`config.mk`:
```
export PLATFORM = sky130hd
export DESIGN_NAME = linked_machine_scheduler
export DESIGN_NICKNAME = d
export VERILOG_FILES = /design/src/rtl/linked_machine_scheduler_pkg.sv /design/src/rtl/linked_machine_scheduler_button_sync_edge.sv /design/src/rtl/linked_machine_scheduler.sv
export SDC_FILE = /design/constraint.sdc
export NUM_CORES = 1
export LEC_CHECK = 0
export BUFFER_PORTS_ARGS = -buffer_cell sky130_fd_sc_hd__buf_4
export CAP_MARGIN = 10
export CORE_MARGIN = 5
export CORE_UTILIZATION = 40
export CTS_CLUSTER_SIZE = 12
export DETAILED_ROUTE_END_ITERATION = 8
export GPL_ROUTABILITY_DRIVEN = 0
export SETUP_SLACK_MARGIN = 0.15
export SYNTH_ARGS = -nofsm -noshare
export SYNTH_HDL_FRONTEND = slang
export SYNTH_SLANG_ARGS = --single-unit
```
`constraint.sdc`:
```
create_clock -name CLK -period 3.7 [get_ports CLK]
set_clock_uncertainty 0.2 [all_clocks]
set_input_delay 0.185 -clock CLK [delete_from_list [all_inputs] [get_ports CLK]]
set_output_delay 0.185 -clock CLK [all_outputs]
set_load 0.05 [all_outputs]
```
`src/rtl/linked_machine_scheduler_pkg.sv`:
```
// +-------------------------------------------------------------------------+
// | linked_machine_scheduler_pkg                                            |
// | Shared state encoding and status codes for the linked-machine scheduler.|
// | Rev 1.0                                                                 |
// +-------------------------------------------------------------------------+
`default_nettype none

package linked_machine_scheduler_pkg;

  localparam logic [6:0] IDLE  = 7'b000_0001;
  localparam logic [6:0] CLR1  = 7'b000_0010;
  localparam logic [6:0] CLR2  = 7'b000_0100;
  localparam logic [6:0] RUN1  = 7'b000_1000;
  localparam logic [6:0] RUN2  = 7'b001_0000;
  localparam logic [6:0] DONE  = 7'b010_0000;
  localparam logic [6:0] FAULT = 7'b100_0000;

  typedef enum logic [6:0] {
    ST_IDLE  = IDLE,
    ST_CLR1  = CLR1,
    ST_CLR2  = CLR2,
    ST_RUN1  = RUN1,
    ST_RUN2  = RUN2,
    ST_DONE  = DONE,
    ST_FAULT = FAULT
  } state_t;

  localparam logic [1:0] MC_IDLE = 2'd0;
  localparam logic [1:0] MC_S1   = 2'd1;
  localparam logic [1:0] MC_DONE = 2'd2;
  localparam logic [1:0] MC_S2   = 2'd3;

  localparam logic [3:0] DEF_TERM1 = 4'b0111;
  localparam logic [3:0] DEF_TERM2 = 4'b1000;

  function automatic logic [1:0] mc_code(input state_t s);
    logic [1:0] code;
    code = MC_IDLE;
    case (s)
      ST_CLR1, ST_RUN1:  code = MC_S1;
      ST_CLR2, ST_RUN2:  code = MC_S2;
      ST_DONE, ST_FAULT: code = MC_DONE;
      default:           code = MC_IDLE;
    endcase
    return code;
  endfunction

endpackage

`default_nettype wire

```
`src/rtl/linked_machine_scheduler_button_sync_edge.sv`:
```
// +-------------------------------------------------------------------------+
// | button_sync_edge                                                        |
// | Two-flop synchroniser with history flop; EDGE marks a rising press.     |
// | Rev 1.0                                                                 |
// +-------------------------------------------------------------------------+
`default_nettype none

module button_sync_edge (
  input  logic CLK,
  input  logic RESET,
  input  logic BTN,
  output logic EDGE
);

  logic r_s1;
  logic r_s2;
  logic r_s3;

  always_ff @(posedge CLK or negedge RESET) begin
    if (!RESET) begin
      r_s1 <= 1'b0;
      r_s2 <= 1'b0;
      r_s3 <= 1'b0;
    end else begin
      r_s1 <= BTN;
      r_s2 <= r_s1;
      r_s3 <= r_s2;
    end
  end

  assign EDGE = r_s2 & ~r_s3;

endmodule

`default_nettype wire

```
`src/rtl/linked_machine_scheduler.sv`:
```
// +-------------------------------------------------------------------------+
// | linked_machine_scheduler                                                |
// | Runs slave 1 or slave 2 once per button press: clear, enable, watch.    |
// | Rev 1.0                                                                 |
// +-------------------------------------------------------------------------+
`default_nettype none

module linked_machine_scheduler
  import linked_machine_scheduler_pkg::*;
#(
  parameter logic [3:0] TERM1          = DEF_TERM1,
  parameter logic [3:0] TERM2          = DEF_TERM2,
  parameter int         TIMEOUT_CYCLES = 1000
) (
  input  logic       CLK,
  input  logic       RESET,
  input  logic       BTN_LEFT,
  input  logic       BTN_CENTRE,
  input  logic       BTN_RIGHT,
  input  logic [3:0] STATE_OUT1,
  input  logic [3:0] STATE_OUT2,
  output logic       ENABLE1,
  output logic       ENABLE2,
  output logic       CLEAR1,
  output logic       CLEAR2,
  output logic [1:0] MASTER_CONTROL,
  output logic       BUSY,
  output logic       DONE,
  output logic       FAULT
);

  localparam int                  c_timer_w   = (TIMEOUT_CYCLES > 2) ? $clog2(TIMEOUT_CYCLES) : 1;
  localparam logic [c_timer_w-1:0] c_timer_max = c_timer_w'(TIMEOUT_CYCLES - 1);
  localparam logic [c_timer_w-1:0] c_timer_one = c_timer_w'(1);

  logic w_edge_left;
  logic w_edge_centre;
  logic w_edge_right;

  button_sync_edge u_sync_left (
    .CLK   (CLK),
    .RESET (RESET),
    .BTN   (BTN_LEFT),
    .EDGE  (w_edge_left)
  );

  button_sync_edge u_sync_centre (
    .CLK   (CLK),
    .RESET (RESET),
    .BTN   (BTN_CENTRE),
    .EDGE  (w_edge_centre)
  );

  button_sync_edge u_sync_right (
    .CLK   (CLK),
    .RESET (RESET),
    .BTN   (BTN_RIGHT),
    .EDGE  (w_edge_right)
  );

  // One event per cycle: lower-priority buttons are dropped, not queued.
  logic w_ev_right;
  logic w_ev_centre;
  logic w_ev_left;

  assign w_ev_right  = w_edge_right;
  assign w_ev_centre = w_edge_centre & ~w_edge_right;
  assign w_ev_left   = w_edge_left & ~w_edge_centre & ~w_edge_right;

  state_t                r_state;
  state_t                w_next;
  logic [c_timer_w-1:0]  r_timer;
  logic                  r_was_done;

  always_ff @(posedge CLK or negedge RESET) begin
    if (!RESET) begin
      r_state    <= ST_IDLE;
      r_timer    <= '0;
      r_was_done <= 1'b0;
    end else begin
      r_state    <= w_next;
      r_was_done <= (r_state == ST_DONE);
      if (r_state == ST_CLR1 || r_state == ST_CLR2) begin
        r_timer <= '0;
      end else if ((r_state == ST_RUN1 || r_state == ST_RUN2) && r_timer != c_timer_max) begin
        r_timer <= r_timer + c_timer_one;
      end
    end
  end

  always_comb begin
    w_next         = r_state;
    ENABLE1        = 1'b0;
    ENABLE2        = 1'b0;
    CLEAR1         = 1'b0;
    CLEAR2         = 1'b0;
    BUSY           = 1'b0;
    DONE           = 1'b0;
    FAULT          = 1'b0;
    MASTER_CONTROL = mc_code(r_state);

    case (r_state)
      ST_IDLE: begin
        if (w_ev_right)       w_next = ST_CLR1;
        else if (w_ev_centre) w_next = ST_DONE;
        else if (w_ev_left)   w_next = ST_CLR2;
      end
      ST_CLR1: begin
        CLEAR1 = 1'b1;
        BUSY   = 1'b1;
        w_next = ST_RUN1;
      end
      ST_CLR2: begin
        CLEAR2 = 1'b1;
        BUSY   = 1'b1;
        w_next = ST_RUN2;
      end
      ST_RUN1: begin
        ENABLE1 = 1'b1;
        BUSY    = 1'b1;
        if (STATE_OUT1 == TERM1)        w_next = ST_DONE;
        else if (w_ev_centre)           w_next = ST_IDLE;
        else if (r_timer == c_timer_max) w_next = ST_FAULT;
      end
      ST_RUN2: begin
        ENABLE2 = 1'b1;
        BUSY    = 1'b1;
        if (STATE_OUT2 == TERM2)        w_next = ST_DONE;
        else if (w_ev_centre)           w_next = ST_IDLE;
        else if (r_timer == c_timer_max) w_next = ST_FAULT;
      end
      ST_DONE: begin
        DONE = ~r_was_done;
        if (w_ev_centre) w_next = ST_IDLE;
      end
      ST_FAULT: begin
        FAULT = 1'b1;
        if (w_ev_centre) w_next = ST_IDLE;
      end
      default: w_next = ST_IDLE;
    endcase
  end

endmodule

`default_nettype wire
```
# Word-level counts from Yosys, hierarchy flattened
# Index checks and enable logic that the tools add are counted.
[totals] reg_bits=27 latchBits=0 ramBits=0 rom_bits=0 out_inout_bits=9 mem_count=0
[op_classes] addsub=1 mul=0 div=0 magnitude_cmp=0 eq_ne=13 shift=0 mux=19 n_bitwise=12 reduce_logical=9
[op_table] op="7-bit 2-to-1 mux" count=8
[op_table] op="7-bit one-hot mux with 6 select lines" count=1
[op_table] op="10-bit 2-to-1 mux" count=2
[op_table] op="10-bit by 1-bit adder with 10-bit output (second input constant)" count=1
[op_table] op="10-bit equality test (second input constant)" count=1
[op_table] op="10-bit inequality test (second input constant)" count=1
[op_table] op="7-bit by 1-bit equality test with 1-bit output (second input constant)" count=1
[op_table] op="7-bit by 2-bit equality test with 1-bit output (second input constant)" count=1
[op_table] op="7-bit by 3-bit equality test with 1-bit output (second input constant)" count=1
[op_table] op="7-bit by 4-bit equality test with 1-bit output (second input constant)" count=1
[op_table] op="7-bit by 5-bit equality test with 1-bit output (second input constant)" count=1
[op_table] op="7-bit by 6-bit equality test with 1-bit output (second input constant)" count=1
[op_table] op="7-bit equality test (second input constant)" count=1
[op_table] op="1-bit 2-to-1 mux" count=7
[op_table] op="1-bit AND" count=6
[op_table] op="1-bit NOT" count=6
[op_table] op="2-bit one-hot mux with 3 select lines" count=1
[op_table] op="2-bit OR reduction" count=3
[op_table] op="4-bit by 3-bit equality test with 1-bit output (second input constant)" count=1
[op_table] op="4-bit equality test (second input constant)" count=1
[op_table] op="4-bit inequality test (second input constant)" count=1
[op_table] op="4-bit OR reduction" count=1
[op_table] op="1-bit logical OR" count=2
[op_table] op="2-bit by 1-bit inequality test with 1-bit output (second input constant)" count=1
[op_table] op="3 further kinds" count=3

# Depth between registers and ports, before layout
# Gate-level depths: netlist of run 1.
[logic_depth] depth_word=9 mapped_depth=7

# Hierarchy
# Synthesis of run 1 repeated with hierarchy kept, for this count alone.
[unflattened] hier_cells=138 hier_area_um2=1440.1
[by_module_without_submodules] mod="linked_machine_scheduler" instances=1 cells_per_inst=126 area_per_inst_um2=1173.6
[by_module_without_submodules] mod="button_sync_edge" instances=3 cells_per_inst=4 area_per_inst_um2=88.8

# Least setup slack after synthesis of run 1
# OpenSTA, ideal clock, no wires.
[synth_path] path_type="reg2out" startpoint="reg r_state[5]" endpoint="out MASTER_CONTROL[1]" arrival_time_ns=2.412 slack_ns=0.903 path_stages_with_launch=5 path_buffers=2 path_cell_list="dfrtp_1 buf_6 or4_1 buf_2 o32ai_1"
[synth_via] elab_chain_cells=3 word_cells_on_any_way=10
[synth_rtl] element="from (decl)" line="linked_machine_scheduler.sv:70" text="state_t r_state;"
[synth_rtl] element="from (signal assigned)" line="linked_machine_scheduler.sv:81" text="r_state <= w_next;"
[synth_rtl] element="7-bit by 6-bit equality test with 1-bit output (tied with other cells)" line="linked_machine_scheduler_pkg.sv:39" text="case (s)"
[synth_rtl] element="2-bit OR reduction (on tied branches)"
[synth_rtl] element="2-bit one-hot mux with 3 select lines *" line="linked_machine_scheduler_pkg.sv:39"
[synth_rtl] element="to (decl)" line="linked_machine_scheduler.sv:26" text="output logic [1:0] MASTER_CONTROL,"
# Every way passes the cells marked *; elsewhere a longest branch is shown, timed or not.

# Worst setup path after layout of run 1
[layout_path] startpoint="reg r_state[5]" endpoint="out BUSY"
[layout_via] elab_chain_cells=3 word_cells_on_any_way=6
[layout_rtl] element="7-bit by 2-bit equality test with 1-bit output (tied with other cells)" line="linked_machine_scheduler.sv:102" text="case (r_state)"
[layout_rtl] element="4-bit OR reduction (no line) *"
[layout_rtl] element="1-bit 2-to-1 mux *" line="linked_machine_scheduler.sv:102"
[layout_rtl] element="to (decl)" line="linked_machine_scheduler.sv:27" text="output logic BUSY,"
# Marks and branches as above.

==> results of run 1 <==
metal layers:
metal | vias to the layer above | track usage, % | part of all wire (%)
met5 | - | 0 | 0
met4 | 0 | 3.905 | 0.73
met3 | 2 | 2.326 | 4.6
met2 | 23 | 19.07 | 48
met1 | 509 | 16.12 | 46
li1 | 542 | - | -
cell families after synthesis:
logic type                 after synthesis
DFF                                     27
and+or+nand+nor                         68
buffers and inverters                   11
xor gates and xnor gates                10
adders and majority gates                1
AOI/OAI and AO/OA                       25
synthesized netlist by cell type (3+ instances only):
cell type | count | area (um2)
or4_1 | 3 | 22.52
dfrtp_1 | 26 | 650.6
o21ai_0 | 7 | 35.03
nand2_1 | 9 | 33.78
xor2_1 | 5 | 43.79
inv_1 | 3 | 11.26
and3_1 | 4 | 25.02
buf_2 | 5 | 25.02
nor3_1 | 8 | 40.04
nor2b_1 | 5 | 31.28
or3_1 | 3 | 18.77
a21oi_1 | 7 | 35.03
nor2_1 | 11 | 41.29
xnor2_1 | 5 | 43.79
nand3_1 | 4 | 20.02
nand2b_1 | 5 | 31.28
power by group through the flow:
stage / logic [uW] / clock network, uW / registers, uW
global placement: 388 / 0 / 400
floorplan: 346 / 0 / 356
CTS: 396 / 134 / 396
global route: 431 / 146 / 403
detailed placement: 390 / 0 / 402
finish: 395 / 129 / 397
through the flow:
step	setup slack [ns]	std cells	cell area (um2)	hold WS [ns]	power, uW
global placement	1.606	201	1565	-0.09008	787.0
CTS	1.170	209	1635	0.08908	926.2
detailed placement	1.567	201	1565	-0.08189	792.1
global route	1.074	209	1635	0.1204	980.9
floorplan	0.9028	142	1394	-0.3106	702.3
finish	1.181	209	1635	0.07604	920.8
worst min-delay path by stage:
stage,startpoint,to,cells after the start
6_report,RESET,r_timer[6]$_DFFE_PN0P_,2
5_1_grt,RESET,r_timer[1]$_DFFE_PN0P_,2
4_1_cts,RESET,r_timer[6]$_DFFE_PN0P_,2
3_5_place_dp,RESET,r_timer[6]$_DFFE_PN0P_,1
3_3_place_gp,RESET,r_timer[6]$_DFFE_PN0P_,1
2_1_floorplan,RESET,r_state[1]$_DFFE_PN0P_,0
flip-flops by register name (all words and copies together), names as in the netlist:
signal	flops
u_sync_centre.r_s2	1
r_state	7
r_was_done	1
u_sync_right.r_s1	1
u_sync_centre.r_s3	1
u_sync_right.r_s2	1
u_sync_right.r_s3	1
r_timer	10
u_sync_centre.r_s1	1
u_sync_left.r_s1	1
u_sync_left.r_s2	1
u_sync_left.r_s3	1
layout make-up:
type	count	area, um2
Fill cell	332	1728
Clock buffer	3	22.52
Sequential cell	27	676.9
Inverter	3	11.26
Timing Repair Buffer	25	197.7
Clock inverter	1	7.507
Tap cell	46	57.56
Multi-Input combinational cell	104	661.9
worst max-delay path: cells and delay by family (launching register included):
kind	cells	cell delay [ns]
flops	1	0.51
compound gates	1	0.26
buf+inv	1	0.19
simple gates	2	0.86
timing repair:
item                      4_1_cts  5_1_grt
hold endpoints to repair       30        0
gates resized for setup         0        0
hold buffers                    4        0
==> out/metrics.cfg, run 1 <==
[power]
power.density_nw_per_um2=563.1
pwr-share-seq_pct=43.1
combPwrFrac_pct=42.9
switching_share_pct=42.85
intPower_uw=526.2
peakVddDrop_mv=0.3363
p_sw_uw=394.6
p_leak_uw=0.0007409
p_clk_share_pct=14.0

[critical_path]
max_stage_delay_ns=0.71
crit_chain=or4_1 -> a21oi_4 -> or2_2 -> buf_4
worst_r2r_path_depth=5
cp-start-kind=register
cp-endpoint=BUSY
end_kind=primary output
slowest_stage=or4_1
path_max_fanout=9
reg2reg_to=r_timer[3]$_DFFE_PN0P_
crit_type=reg2out
timing.rr.start=r_state[5]$_DFFE_PN0P_
required_ns=3.31
crit_path_start=r_state[5]$_DFFE_PN0P_
crit_arrival_ns=2.13
ff2ff_setup_slack_ns=1.58

[logic_synthesis]
synth_compound_area_share_pct=12.03
synth.yosys.warnings=0
synth_edf_count=0
synth_cells=142
ys.flop_type=dfrtp_1
syn_area_per_cell_um2=9.816
synth_cell_type_count=43
synthSimpleGateAreaFrac_pct=28.28
synth.area.mux_share_pct=0
syn_area_um2=1394
synth-seq-cells=27
ys_seq_area_share_pct=48.56
async_flop_share_pct=100.0
synth_top_family_by_area=simple AND/OR/NAND/NOR gates
synth-xor-area-share_pct=6.284
yosys.area_share.adder_pct=0.8977
syn-num-nets=156

[place]
place_hpwl_um=2077
io_buffers=21

[floorplan]
io_pins=22
design.die.area_um2=4765
start_util_pct=41.44
die_y_um=69.03
rows=21
die_w_um=69.03
coreArea_um2=3363

[sta]
min_period_over_period_pct=68.07
tns_ns=0
fin_crit_ns=2.519
final-max-slew-violation-count=0
setup_viol=0
rsz0062_at_grt=false
finalHoldViolations=0
slew_headroom_pct=73.08
timing.fmax_mhz=397.0
tightest_slew_ns=0.4038

[clock_network]
cts_tree=built
cts-buffers-inserted=3
clock_path_buffers=2
post-cts-setup-buffers=0
numClockSinks=27
insertion_delay_ns=0.32
root_buffer=clkbuf_4
htreeDepth=1
clkSlewWorstSetupHoldPaths_ns=0.15

[detailed_routing]
ant_nets=0
num_vias=1076
drc=0
wirelength_um=2744
routed_via_density=5.148
drt_iter0_markers=40
wl_per_cell_um=13.13
dr.pass1.iters=4

[layout]
final_core_util_pct=48.62
final_cell_mix=26 x dfrtp_1, 21 x buf_4, 11 x nor2_1
antenna_cells=0
drive_above_1_share_pct=20.25
layout_commonest_cell=dfrtp_1
area_delta_synth_final_pct=17.33
fin_nets=178

[grt]
antenna_found_initial=0
grt_max_degree=28
grt_pass1_wl_um=4761
grt_overflow=0
globalRouteTotalUtil_pct=11.92
grt_pass1_vias=1024

[run_status]
status=complete, no violations

[run]
drv_cap=0

[min_path]
min-delay-path-class=in2async

Power figures use the tool's default switching activity.
==> inputs of run 2 (changes only) <==
==> constraint.sdc (replaced) <==
create_clock -name CLK -period 2.2 [get_ports CLK]
set_clock_uncertainty 0.2 [all_clocks]
set_input_delay 0.11 -clock CLK [delete_from_list [all_inputs] [get_ports CLK]]
set_output_delay 0.11 -clock CLK [all_outputs]
set_load 0.05 [all_outputs]
==> run 2 against run 1 <==
Effect of this change:
- final cell count increased by 7.7%
- utilization increased by 7.8 points
- critical path depth unchanged
- largest power group is now combinational cells
- register-to-register slack got worse by 1.3 ns
- final area increased by 16%
- routed wire length increased by 7.4%
==> out/metrics.cfg, run 2 (synthesized netlist as in run 1, its figures left out) <==
[run_status]
status=complete, no violations

[sta]
finalHoldViolations=0
fin_crit_ns=2.129
min_period_over_period_pct=96.78
setup_viol=0
tightest_slew_ns=0.3635
final-max-slew-violation-count=0
rsz0062_at_grt=true
timing.fmax_mhz=469.7
slew_headroom_pct=75.42

[clock_network]
insertion_delay_ns=0.32
htreeDepth=1
cts-buffers-inserted=3
numClockSinks=27
clock_path_buffers=2
cts_tree=built
root_buffer=clkbuf_4
clkSlewWorstSetupHoldPaths_ns=0.15

[layout]
largestRegisters=r_timer x10, r_state x7
final_cells=225
final_cell_mix=28 x buf_4, 23 x dfrtp_1, 8 x nand2_1
fill_cells=322
layout_commonest_cell=buf_4
final_core_util_pct=56.44
max_flop_register=r_timer
drive_above_1_share_pct=37.99
multi_input_area_um2=754.5
area_delta_synth_final_pct=36.18
largest_reg_flops=10
regArea_um2=680.7
fin_nets=194
antenna_cells=0

[floorplan]
design.die.area_um2=4765
start_util_pct=41.44
die_y_um=69.03
io_pins=22
die_w_um=69.03
coreArea_um2=3363
rows=21

[critical_path]
max_stage_delay_ns=0.58
path_max_fanout=4
crit_type=reg2out
cp-start-kind=register
end_kind=primary output
slowest_stage=or4_4
required_ns=1.89
crit_arrival_ns=1.82
crit_chain=or4_4 -> a21oi_4 -> or2_2 -> buf_6

[place]
dp.cells=207
io_buffers=21
place_hpwl_um=2094

[min_path]
min-delay-path-class=in2async

[detailed_routing]
wl_met3_um=97
ant_nets=0
route.met2.wl_um=1429
num_vias=1155
top_layer_used=met4
wl_per_cell_um=13.10
drc=0
routed_via_density=5.133
met1_length_um=1382
drt_iter0_markers=44
dr.pass1.iters=4
wirelength_um=2948

[grt]
antenna_found_initial=0
grt_pass1_wl_um=5368
grt_max_degree=28
grt_overflow=0
grt_pass1_vias=1207
globalRouteTotalUtil_pct=13.12

[power]
combPwrFrac_pct=54.2
p_sw_uw=760.2
switching_share_pct=40.68
peakVddDrop_mv=0.6218
p_clk_share_pct=11.8
pwr-share-seq_pct=34.0
p_leak_uw=0.0008431
intPower_uw=1109
power.density_nw_per_um2=984.6

[run]
drv_cap=0

## run 2: cell types whose count changed in the layout (fill, tap and decap cells not counted), sizes merged
cell,delta
buf,+16
## run 2: timing repair
item	CTS	global route
endpoints found under the setup margin	15	22
buffers inserted	8	2
hold endpoints to repair	30	0
pin swaps	3	1
hold buffers	4	0
resized for setup	17	12
## run 2: cell type report
type | instances | share of cell area (%)
multi-input combinational | 104 | 39.75
sequential | 27 | 35.86
timing repair buffer | 41 | 19.18
tap | 46 | 3.032
clock buffer | 3 | 1.187
inverter | 3 | 0.5933
clock inverter | 1 | 0.3955
## run 2: final timing paths
path | from | end | slack (ns) | cells past startpoint
worst max-delay path | r_state[6]$_DFFE_PN0P_ | BUSY | 0.07 | 4
worst min-delay path | RESET | r_timer[7]$_DFFE_PN0P_ | 0.01 | 2
worst max register to register | r_state[6]$_DFFE_PN0P_ | r_timer[3]$_DFFE_PN0P_ | 0.24 | 6
worst min register to register | u_sync_centre.r_s1$_DFF_PN0_ | u_sync_centre.r_s2$_DFF_PN0_ | 0.17 | 0
max in group asynchronous | RESET | r_state[0]$_DFFE_PN1P_ | 1.49 | 2
min in group CLK | STATE_OUT2[2] | r_state[5]$_DFFE_PN0P_ | 0.11 | 5
## run 2: per-stage QoR
stage               setup WS, ns  hold slack [ns]  power (uW)  setup TNS, ns  area [um2]
CTS                      0.07839          0.02431        1813              0        1838
global placement          0.1466          -0.1654        1389              0        1628
finish                   0.07086          0.01154        1869              0        1898
floorplan               -0.02224          -0.3856        1201       -0.02224        1411
detailed placement       0.09506          -0.1582        1393              0        1628
global route            -0.01580          0.05129        1986       -0.02163        1898
## run 2: power groups by stage
stage	registers [uW]	clock network, uW	logic (uW)
2_1_floorplan	599	0	602
3_3_place_gp	645	0	744
3_5_place_dp	650	0	743
4_1_cts	637	227	949
5_1_grt	646	247	1090
6_report	635	220	1010
## run 2: routing by layer
layer | track usage (%) | vias up
met1 | 16.91 | 557
met5 | 0 | -
met4 | 4.772 | 0
li1 | - | 576
met3 | 2.616 | 4
met2 | 21.72 | 18
## run 2: critical path, delay by kind of cell, from the launching register on
kind	cells	cell delay, ns
flip-flops	1	0.44
AND/OR/NAND/NOR	2	0.73
AO/OA/AOI/OAI	1	0.18
buffers and inverters	1	0.15
==> inputs of run 3 (changes only) <==
--- a/config.mk
+++ b/config.mk
@@ -12,6 +12,7 @@
 export CTS_CLUSTER_SIZE = 12
 export DETAILED_ROUTE_END_ITERATION = 8
 export GPL_ROUTABILITY_DRIVEN = 0
+export PLACE_DENSITY = 0.61
 export SETUP_SLACK_MARGIN = 0.15
 export SYNTH_ARGS = -nofsm -noshare
 export SYNTH_HDL_FRONTEND = slang
==> run 3 against run 2 <==
Effect of this change:
- final cell count decreased by 0.89%
- utilization decreased by 1.2 points
- global-route usage increased by 0.60 points
- register-to-register slack lost 0.16 ns
- critical path depth is 1 lower
- largest power group unchanged
- critical endpoint is now MASTER_CONTROL[1]
==> out/metrics.cfg, run 3 (synthesized netlist as in run 1, its figures left out) <==
[clock_network]
htreeDepth=1
clock_path_buffers=2
cts-buffers-inserted=3
root_buffer=clkbuf_4
clkSlewWorstSetupHoldPaths_ns=0.15
cts_tree=built
numClockSinks=27
insertion_delay_ns=0.33

[floorplan]
io_pins=22
die_y_um=69.03
start_util_pct=41.44
design.die.area_um2=4765
rows=21
die_w_um=69.03
coreArea_um2=3363

[layout]
final_cell_mix=26 x buf_4, 23 x dfrtp_1, 8 x nor2_1, 8 x nand2_1
final_cells=223
largest_reg_flops=10
max_flop_register=r_timer
antenna_cells=0
drive_above_1_share_pct=35.03
final_core_util_pct=55.25
fin_nets=192
area_delta_synth_final_pct=33.30
layout_commonest_cell=buf_4
largestRegisters=r_timer x10, r_state x7

[grt]
grt_overflow=0
antenna_found_initial=0
grt_pass1_wl_um=5513
grt_pass1_vias=1179
globalRouteTotalUtil_pct=13.72
grt_max_degree=28

[detailed_routing]
drc=0
wl_per_cell_um=13.72
num_vias=1174
drt_iter0_markers=61
ant_nets=0
wirelength_um=3060
routed_via_density=5.265
dr.pass1.iters=4

[sta]
tns_ns=0
min_period_over_period_pct=97.34
final-max-slew-violation-count=0
tightest_slew_ns=0.3780
setup_viol=0
rsz0062_at_grt=true
timing.fmax_mhz=466.9
hold_slack_ns=0.008248
finalHoldViolations=0
fin_crit_ns=2.142
final.setup.worst_slack_ns=0.05843
slew_headroom_pct=74.15

[critical_path]
path_max_fanout=6
crit_arrival_ns=1.83
end_kind=primary output
cp-start-kind=register
required_ns=1.89
crit_type=reg2out
ff2ff_setup_slack_ns=0.08

[power]
p_leak_uw=0.0008232
peakVddDrop_mv=0.5146
power.density_nw_per_um2=986.1

[place]
place_hpwl_um=2143
pre_cts_ws_ns=0.1019
dp.cells=204
io_buffers=21

[run]
drv_cap=0

[run_status]
status=complete, no violations

[min_path]
min-delay-path-class=in2async

-- run 3: cell count changes in the layout (fill, tap and decap cells not counted), moves of 2 or more --
cell	change
or2_4	+2
nor3_1	+2
buf_4	-2
or2_2	-2
nor3_2	-2
-- run 3: through the flow --
stage	area (um2)	power, uW
global route	1858	1949
floorplan	1411	1201
CTS	1824	1820
detailed placement	1605	1385
global placement	1605	1367
finish	1858	1832
-- run 3: worst paths after layout --
path,start,to,cells past startpoint
min,RESET,r_timer[8]$_DFFE_PN0P_,2
min reg2reg,u_sync_left.r_s1$_DFF_PN0_,u_sync_left.r_s2$_DFF_PN0_,0
max in group asynchronous,RESET,r_state[0]$_DFFE_PN1P_,2
max,r_state[1]$_DFFE_PN0P_,MASTER_CONTROL[1],3
max reg2reg,r_state[2]$_DFFE_PN0P_,r_state[0]$_DFFE_PN1P_,5
min in group CLK,STATE_OUT2[2],r_state[5]$_DFFE_PN0P_,5
-- run 3: report_power, final --
part | internal, uW | leakage (uW) | total, uW | switching (uW)
Combinational | 426 | 0.000464 | 970 | 544
Sequential | 569 | 0.000346 | 642 | 73.2
Clock | 69.6 | 0.0000139 | 221 | 151
-- run 3: cell type report --
cell class                 instances  area, um2
fill                             319       1505
multi-input combinational        104      734.5
sequential                        27      680.7
timing repair buffer              39      344.1
tap                               46      57.56
clock buffer                       3      22.52
inverter                           3      11.26
clock inverter                     1      7.507
-- run 3: routing by layer --
layer,track usage (%),routed length (um),vias up
met2,22.14,1468,32
met3,4.360,191,10
met5,0,0,-
met1,17.05,1321,565
met4,5.206,79,0
li1,-,-,567
-- run 3: worst max-delay path: stages (launching register included) --
cell	delay, ns
dfrtp_1	0.51
or4_4	0.52
o32ai_4	0.29
buf_6	0.19
-- run 3: timing repair --
action / 4_1_cts / 5_1_grt
pin swaps: 2 / 4
gates cloned: 0 / 0
gates resized for setup: 21 / 6
endpoints found under the setup margin: 10 / 20
hold endpoints to repair: 30 / 0
buffers inserted: 10 / 1
hold buffers: 4 / 0
